$ cat src/rtl/mem_stage_pkg.sv
// Shared types and widths for the data-memory access stage.
// Used by mem_access_stage and mem_timeout_counter.
package mem_stage_pkg;

    localparam int TO_W   = 16;
    localparam int ADDR_W = 32;
    localparam int DATA_W = 32;

    typedef enum logic [1:0] {
        IDLE = 2'd0,
        BUSY = 2'd1,
        DONE = 2'd2
    } state_t;

endpackage

$ cat src/rtl/mem_timeout_counter.sv
// Counts BUSY cycles; expired flags the last allowed cycle without an ack.
// TIMEOUT_CYCLES of 0 disables expiry.
module mem_timeout_counter
    import mem_stage_pkg::*;
#(
    parameter int TIMEOUT_CYCLES = 255
) (
    input  logic clk,
    input  logic reset,
    input  logic clear,
    input  logic enable,
    output logic expired
);

    localparam logic [TO_W-1:0] LAST =
        (TIMEOUT_CYCLES == 0) ? '0 : TO_W'(TIMEOUT_CYCLES - 1);

    logic [TO_W-1:0] cnt_q;
    logic [TO_W-1:0] cnt_d;

    always_comb begin
        cnt_d = cnt_q;
        if (clear) begin
            cnt_d = '0;
        end else if (enable) begin
            cnt_d = cnt_q + TO_W'(1);
        end
    end

    always_ff @(posedge clk) begin
        if (reset) begin
            cnt_q <= '0;
        end else begin
            cnt_q <= cnt_d;
        end
    end

    // cnt_q holds completed BUSY cycles, so LAST marks the final one
    assign expired = enable
                   && (TIMEOUT_CYCLES != 0)
                   && (cnt_q == LAST);

endmodule

$ cat src/rtl/mem_access_stage.sv
// Data-memory access stage: EX/MEM load/store to valid/ack port, with timeout.
// Define MEM_ALIGN_CHECK_EN to reject misaligned accesses without a request.
module mem_access_stage
    import mem_stage_pkg::*;
#(
    parameter int TIMEOUT_CYCLES = 255
) (
    input  logic              clk,
    input  logic              reset,
    input  logic              MemRead_in,
    input  logic              MemWrite_in,
    input  logic              RegWrite_in,
    input  logic [ADDR_W-1:0] addr_in,
    input  logic [DATA_W-1:0] write_data_in,
    output logic              stall,
    output logic              RegWrite_out,
    output logic [DATA_W-1:0] read_data_out,
    output logic              bus_error,
    output logic              misalign_err,
    output logic              dmem_req,
    output logic              dmem_we,
    output logic [ADDR_W-1:0] dmem_addr,
    output logic [DATA_W-1:0] dmem_wdata,
    input  logic [DATA_W-1:0] dmem_rdata,
    input  logic              dmem_ack
);

    state_t            state_q, state_d;
    logic [ADDR_W-1:0] addr_q, addr_d;
    logic [DATA_W-1:0] wdata_q, wdata_d;
    logic [DATA_W-1:0] rdata_q, rdata_d;
    logic              is_write_q, is_write_d;
    logic              err_q, err_d;
    logic              mis_q, mis_d;
    logic              access;
    logic              misaligned;
    logic              expired;

    assign access = MemRead_in | MemWrite_in;

`ifdef MEM_ALIGN_CHECK_EN
    assign misaligned = |addr_in[1:0];
`else
    logic unused_lo;
    assign unused_lo  = ^addr_in[1:0];
    assign misaligned = 1'b0;
`endif

    mem_timeout_counter #(
        .TIMEOUT_CYCLES(TIMEOUT_CYCLES)
    ) u_timeout (
        .clk    (clk),
        .reset  (reset),
        .clear  (state_q != BUSY),
        .enable (state_q == BUSY),
        .expired(expired)
    );

    always_comb begin
        state_d    = state_q;
        addr_d     = addr_q;
        wdata_d    = wdata_q;
        rdata_d    = rdata_q;
        is_write_d = is_write_q;
        err_d      = err_q;
        mis_d      = mis_q;
        unique case (state_q)
            IDLE: begin
                if (access) begin
                    addr_d     = {addr_in[ADDR_W-1:2], 2'b00};
                    wdata_d    = write_data_in;
                    is_write_d = MemWrite_in;
                    if (misaligned) begin
                        mis_d   = 1'b1;
                        rdata_d = '0;
                        state_d = DONE;
                    end else begin
                        state_d = BUSY;
                    end
                end
            end
            BUSY: begin
                // ack beats a same-cycle timeout
                if (dmem_ack) begin
                    rdata_d = is_write_q ? '0 : dmem_rdata;
                    state_d = DONE;
                end else if (expired) begin
                    err_d   = 1'b1;
                    rdata_d = '0;
                    state_d = DONE;
                end
            end
            DONE: begin
                err_d   = 1'b0;
                mis_d   = 1'b0;
                state_d = IDLE;
            end
            default: begin
                state_d = IDLE;
            end
        endcase
    end

    always_ff @(posedge clk) begin
        if (reset) begin
            state_q    <= IDLE;
            addr_q     <= '0;
            wdata_q    <= '0;
            rdata_q    <= '0;
            is_write_q <= 1'b0;
            err_q      <= 1'b0;
            mis_q      <= 1'b0;
        end else begin
            state_q    <= state_d;
            addr_q     <= addr_d;
            wdata_q    <= wdata_d;
            rdata_q    <= rdata_d;
            is_write_q <= is_write_d;
            err_q      <= err_d;
            mis_q      <= mis_d;
        end
    end

    assign stall = ~reset
                 & (((state_q == IDLE) & access) | (state_q == BUSY));

    assign dmem_req      = (state_q == BUSY);
    assign dmem_we       = dmem_req & is_write_q;
    assign dmem_addr     = addr_q;
    assign dmem_wdata    = wdata_q;
    assign read_data_out = rdata_q;
    assign bus_error     = err_q;
    assign misalign_err  = mis_q;
    assign RegWrite_out  = RegWrite_in & ~stall & ~bus_error & ~misalign_err;

endmodule

$ cat config.mk
export PLATFORM = sky130hd
export DESIGN_NAME = mem_access_stage
export DESIGN_NICKNAME = d
export VERILOG_FILES = /design/src/rtl/mem_stage_pkg.sv /design/src/rtl/mem_timeout_counter.sv /design/src/rtl/mem_access_stage.sv
export SDC_FILE = /design/constraint.sdc
export NUM_CORES = 1
export LEC_CHECK = 0
export ABC_AREA = 1
export CAP_MARGIN = 15
export CORE_MARGIN = 4
export CORE_UTILIZATION = 40
export DETAILED_ROUTE_END_ITERATION = 10
export GPL_ROUTABILITY_DRIVEN = 0
export HOLD_SLACK_MARGIN = 0.03
export PLACE_DENSITY = 0.78
export SYNTH_ARGS = -nofsm -noshare
export SYNTH_HDL_FRONTEND = slang
export SYNTH_SLANG_ARGS = --single-unit
$ cat constraint.sdc
create_clock -name clk -period 3.33 [get_ports clk]
set_clock_uncertainty 0.1 [all_clocks]
set_input_delay 0.333 -clock clk [delete_from_list [all_inputs] [get_ports clk]]
set_output_delay 0.333 -clock clk [all_outputs]
set_load 0.05 [all_outputs]
* Word level (Yosys, flattened, before mapping)
Cells that the tools add are included.
** Cells by class
- Bitwise gates (word level) :: 10
- Multiplexer cells :: 10
- Equal/unequal tests :: 8
- Add/subtract/negate cells :: 1
- Reductions and logical operators :: 9
** Operators with widths (number)
- $mux 32 :: 3
- $add 16x1->16 const B :: 1
- $eq 16x8->1 const B :: 1
- $mux 2 :: 3
- $reduce_and 2->1 :: 3
- $and 1x1->1 :: 5
- $ne 2x1->1 const B :: 2
- $ne 2x2->1 const B :: 2
- $pmux 2 s2 :: 1
- $reduce_bool 2->1 :: 2
- $ne 3x1->1 const B :: 1
- $not 1->1 :: 3
- $reduce_and 3->1 :: 1
- $eq 2x1->1 const B :: 1
- $eq 2x2->1 const B :: 1
- $logic_not 2->1 :: 1
- $mux 1 :: 2
- $or 1x1->1 :: 2
- $pmux 1 s2 :: 1
- $reduce_or 2->1 :: 1
- $logic_and 1x1->1 :: 1
** Storage, ports and cells
- Bits in registers :: 114
- Output and inout port bits :: 102

* Logic depth before layout (Yosys ltp)
- Depth in word-level cells :: 7
- Mapped depth :: 10
- Depth with buffers taken out :: 9

* Cells and area by module
From an unflattened synthesis, not the netlist that was laid out.
** Second synthesis, totals
- Cells, all modules :: 585
- Area total of the unflattened synthesis :: 4504.3 µm²
** By module, submodules not included
- mem_access_stage :: instances 1, cells each 461, seq. area each 1961.9 µm², area an instance 3648.5 µm²
- mem_timeout_counter :: instances 1, cells each 124, seq. area each 320.3 µm², area an instance 855.8 µm²

* Least setup slack after synthesis
Ideal clock, no wire load.
- Path kind :: reg-to-output
- Start point :: register state_q[1]
- End point :: output RegWrite_out
- Cell stages (with the launch flop) :: 8
- Path buffers :: 0
- Setup slack :: -0.314 ns
- Arrival time :: 3.211 ns
- Cell sequence :: dfxtp_1 -> inv_1 -> ha_1 -> inv_2 -> nor2_1 -> inv_2 -> o21ai_0 -> nor3b_1
** Between the ends
- Elaborated cells between the ends (all ways) :: 8
- Classes of those cells :: eq/ne: 1; bitwise: 6; reduce/logical: 1
** RTL lines
- start: declaration :: line mem_access_stage.sv:28 : state_t state_q, state_d;
- start signal: assignment :: line mem_access_stage.sv:114 : state_q <= state_d;
- $eq 2x1->1
- via dmem_req :: line mem_access_stage.sv:20 : output logic dmem_req,
- $or 1x1->1 :: line mem_access_stage.sv:125 : & (((state_q == IDLE) & access) | (state_q == BUSY));
- $and 1x1->1 :: line mem_access_stage.sv:125
- via stall :: line mem_access_stage.sv:15 : output logic stall,
- $not 1->1 :: line mem_access_stage.sv:134 : assign RegWrite_out = RegWrite_in & ~stall & ~bus_error & ~misalign_err;
- $and 1x1->1 (2 in series) :: line mem_access_stage.sv:134
- end: declaration :: line mem_access_stage.sv:16 : output logic RegWrite_out,
The timed path passes the listed nets, and every way through them passes these cells.

* Final worst setup path
- Start point :: register state_q[1]
- End point :: output RegWrite_out
** Between the ends
- Word-level cells in the longest chain between the ends :: 7
- Elaborated cells between the ends (all ways) :: 8
- Classes of those cells :: eq/ne: 1; bitwise: 6; reduce/logical: 1
** Ends and longest elaborated chain (line)
- $logic_not 2->1 :: mem_access_stage.sv:125
- $and 1x1->1 :: mem_access_stage.sv:125
- $or 1x1->1 (*) :: mem_access_stage.sv:125
- $and 1x1->1 (*) :: mem_access_stage.sv:125
- $not 1->1 (*) :: mem_access_stage.sv:134
- $and 1x1->1 (*) (2 in series) :: mem_access_stage.sv:134
Every way passes the cells marked *; elsewhere a longest branch is shown, timed or not.

==> flow_metrics.env <==
export IMPL_synth_top_area_share_pct=52.4
export IMPL_postCtsResizedCells=0
export IMPL_number_of_hold_buffers_added_after_cts=0
export IMPL_maxCapViolCount=0
export IMPL_final_setup_viol_count=0
export IMPL_timing_critical_path_mode_cell="sky130_fd_sc_hd__inv_2"
export IMPL_rsz_0062_raised_after_global_routing="false"
export IMPL_worstRegToRegCells=7
export IMPL_port_buffer_count=198
export IMPL_slew_violations=0
export IMPL_antennaDiodeCount=0
export IMPL_bufs_on_longest_clock_path=2
export IMPL_post_route_cells_drive_above_1_share_pct=6.68
export IMPL_grt_overall_usage_pct=19.6
export IMPL_setup_total_negative_slack_ps=0
export IMPL_critPathLaunchType="flip-flop"
export IMPL_wire_length_of_the_first_global_routing_pass_microns=20400
export IMPL_cts_tree="done"
export IMPL_nets_finish=875
export IMPL_synth_seq_area_share_pct=52.4
export IMPL_worstReg2RegStart="state_q[0]$_SDFFE_PP0P_"
export IMPL_layout_cells_most_common="sky130_fd_sc_hd__clkdlybuf4s50_1"
export IMPL_grt_overflow=0
export IMPL_final_period_utilization_pct=81.6
export IMPL_outcome="finished clean"
export IMPL_most_common_layout_cells="196 x sky130_fd_sc_hd__clkdlybuf4s50_1, 150 x sky130_fd_sc_hd__nor2_1, 114 x sky130_fd_sc_hd__dfxtp_1"
export IMPL_worst_reg_to_reg_setup_slack_ps=1290
export IMPL_worst_path_largest_cell_delay_ps=360
export IMPL_min_path_type="in -> reg"
export IMPL_sequence_of_cells_on_the_critical_path="inv_1 > ha_1 > inv_2 > nor2_1 > inv_2 > o21ai_1 > nor3b_2 > buf_4"
export IMPL_core_area_sq_um=10500
export IMPL_firstDrtPassIters=6
export IMPL_achievable_frequency_ghz=0.368
export IMPL_grt_pass1_vias=4374
export IMPL_holdPathStages=3
export IMPL_route_vias_total=4355
export IMPL_y_dimension_of_the_die_microns=112
export IMPL_post_dp_hpwl_microns=9220
export IMPL_layout_area_overhead_vs_synth_pct=61.8
export IMPL_cp_data_arrival_time_ps=2290
export IMPL_fin_area_sq_um=7050
export IMPL_drtIter0Drc=287
export IMPL_drtAntennaViolNets=0
export IMPL_clk_pin_slew_ps=60
export IMPL_detail_route_wirelength_microns=12500
export IMPL_post_cts_repair_setup_buffers=0
export IMPL_design_die_area_sq_um=12600
export IMPL_grt_start_max_net_pins=80
export IMPL_timing_max_slew_rel_slack_pct=43.7
export IMPL_setup_worst_path_class="reg -> out"
export IMPL_post_route_min_period_ps=2720
export IMPL_postSynthRegisterBits=114
export IMPL_critical_path_slowest_cell="sky130_fd_sc_hd__dfxtp_1"
export IMPL_report_final_hold_viol_count=0
export IMPL_cts_root_buffer_cell="sky130_fd_sc_hd__clkbuf_8"
export IMPL_hold_path_endpoint="read_data_out[13]$_SDFFE_PP0P_"
export IMPL_worst_setup_path_end_kind="primary output"
export IMPL_route_detailed_vias_per_inst=4.76
export IMPL_post_dp_cell_area_sq_um=6430
export IMPL_antenna_found_initial=0
export IMPL_cts_htree_levels=4
export IMPL_post_synth_num_cell_types=27
export IMPL_syn_mean_instance_area_sq_um=7.60
export IMPL_worstSkewPairLatency_ps=490
export IMPL_ir_worst_vdd_v=0.000438
export IMPL_dieWidth_microns=112
export IMPL_floorplan_io_pins=204
export IMPL_numCtsBuffers=17
export IMPL_clock_sinks=114
export IMPL_leakage_nw=2.83
export IMPL_power_per_cell_area_nw_per_um2=782
export IMPL_synth_area_leaders="sky130_fd_sc_hd__dfxtp_1 52%, sky130_fd_sc_hd__nor2_1 13%, sky130_fd_sc_hd__o21ai_0 8.0%, sky130_fd_sc_hd__nand2_1 7.1%, sky130_fd_sc_hd__nand3_1 3.9%"
export IMPL_reg2reg_to="dmem_wdata[29]$_SDFFE_PP0P_"
export IMPL_post_synth_inst_count=573
export IMPL_synth_area_leader_cell="sky130_fd_sc_hd__dfxtp_1"
export IMPL_hold_start="dmem_rdata[13]"
export IMPL_num_rows=37
export IMPL_floorplan_initialDensity_pct=41.6
export IMPL_synth_yosys_warnings=0
export IMPL_routed_wire_length_per_instance_microns=13.7
export IMPL_mappedNetlistArea_sq_um=4350
export IMPL_drc=0
export IMPL_tightestPinTransition_ps=841
export IMPL_crit_required_ps=2900
export IMPL_worstPathMaxFanout=10
## logic make-up after synthesis
kind of cell / count (synthesis) / share of synthesized area, %
adders and majority gates: 7 / 2.01
and+or+nand+nor: 284 / 27.0
buffers and inverters: 62 / 6.01
other: 1 / 0.0861
xor gates and xnor gates: 2 / 0.402
AOI/OAI and AO/OA: 103 / 12.0
DFF: 114 / 52.4
## power breakdown
| group | switching (W) | leakage (nW) | internal, W |
|---|---|---|---|
| sequential | 0.000123 | 0.937 | 0.00159 |
| clock | 0.000645 | 0.289 | 0.00115 |
| combinational | 0.00134 | 1.61 | 0.000661 |
| total | 0.00211 | 2.83 | 0.00340 |
## cell type report
class                      count  area [sq um]
clock inverter                14           181
tap                          136           170
multi-input combinational    399          1830
fill                         855          3420
timing repair buffer         205          2050
sequential                   114          2280
inverter                      29           109
clock buffer                  17           414
## synthesized netlist by cell type
library cell,count
sky130_fd_sc_hd__a211oi_1,1
sky130_fd_sc_hd__a21boi_0,1
sky130_fd_sc_hd__a21oi_1,30
sky130_fd_sc_hd__a21oi_2,1
sky130_fd_sc_hd__and2_1,1
sky130_fd_sc_hd__buf_2,5
sky130_fd_sc_hd__buf_4,4
sky130_fd_sc_hd__buf_6,1
sky130_fd_sc_hd__clkbuf_1,23
sky130_fd_sc_hd__conb_1,1
sky130_fd_sc_hd__dfxtp_1,114
sky130_fd_sc_hd__ha_1,7
sky130_fd_sc_hd__inv_1,26
sky130_fd_sc_hd__inv_2,3
sky130_fd_sc_hd__nand2_1,82
sky130_fd_sc_hd__nand3_1,34
sky130_fd_sc_hd__nand3_2,1
sky130_fd_sc_hd__nand4_1,4
sky130_fd_sc_hd__nor2_1,150
sky130_fd_sc_hd__nor2_4,1
sky130_fd_sc_hd__nor3_1,6
sky130_fd_sc_hd__nor3_4,2
sky130_fd_sc_hd__nor3b_1,2
sky130_fd_sc_hd__o21ai_0,70
sky130_fd_sc_hd__or2_2,1
sky130_fd_sc_hd__xnor2_1,1
sky130_fd_sc_hd__xor2_1,1
## metal layers
layer | vias up | GRT usage (%) | routed length, microns
li1 | 2220 | - | -
met1 | 1982 | 21.8 | 5090
met2 | 136 | 34.5 | 6270
met3 | 17 | 7.92 | 950
met4 | 0 | 5.77 | 214
met5 | - | 0 | 0
## through the flow
step                      total power [W]  setup slack (ps)  utilization (%)  hold slack, ps  cells
after floorplan                   0.00303               460                -             317    575
after global placement            0.00371               900             61.5             331    882
after detailed placement          0.00375               873             61.5             334    882
after CTS                         0.00556               573             67.1             277    913
after global routing              0.00578               416             67.3             288    914
final                             0.00551               611             67.3             300    914
## critical path: cells and delay by family, from the launching register on
family / cells / cell delay, ps
buffers and inverters: 4 / 660
flip-flops: 1 / 360
adder cells (fa/ha/maj): 1 / 300
AND/OR/NAND/NOR: 2 / 290
AO/OA/AOI/OAI: 1 / 190
## sequential cells by signal, indices dropped and copies added, names as in the netlist
register and flops:
state_q 2, is_write_q 1, dmem_wdata 32, bus_error 1
read_data_out 32, u_timeout.cnt_q 16, dmem_addr 30
## worst max path at each step
stage / depth (start not counted) / end / startpoint
2_1_floorplan: 7 / RegWrite_out / state_q[1]$_SDFFE_PP0P_
3_3_place_gp: 5 / RegWrite_out / MemWrite_in
3_5_place_dp: 5 / is_write_q$_SDFFE_PP0P_ / reset
4_1_cts: 8 / RegWrite_out / state_q[1]$_SDFFE_PP0P_
5_1_grt: 8 / RegWrite_out / state_q[1]$_SDFFE_PP0P_
6_report: 8 / RegWrite_out / state_q[1]$_SDFFE_PP0P_
(Power assumes the default switching activity.)
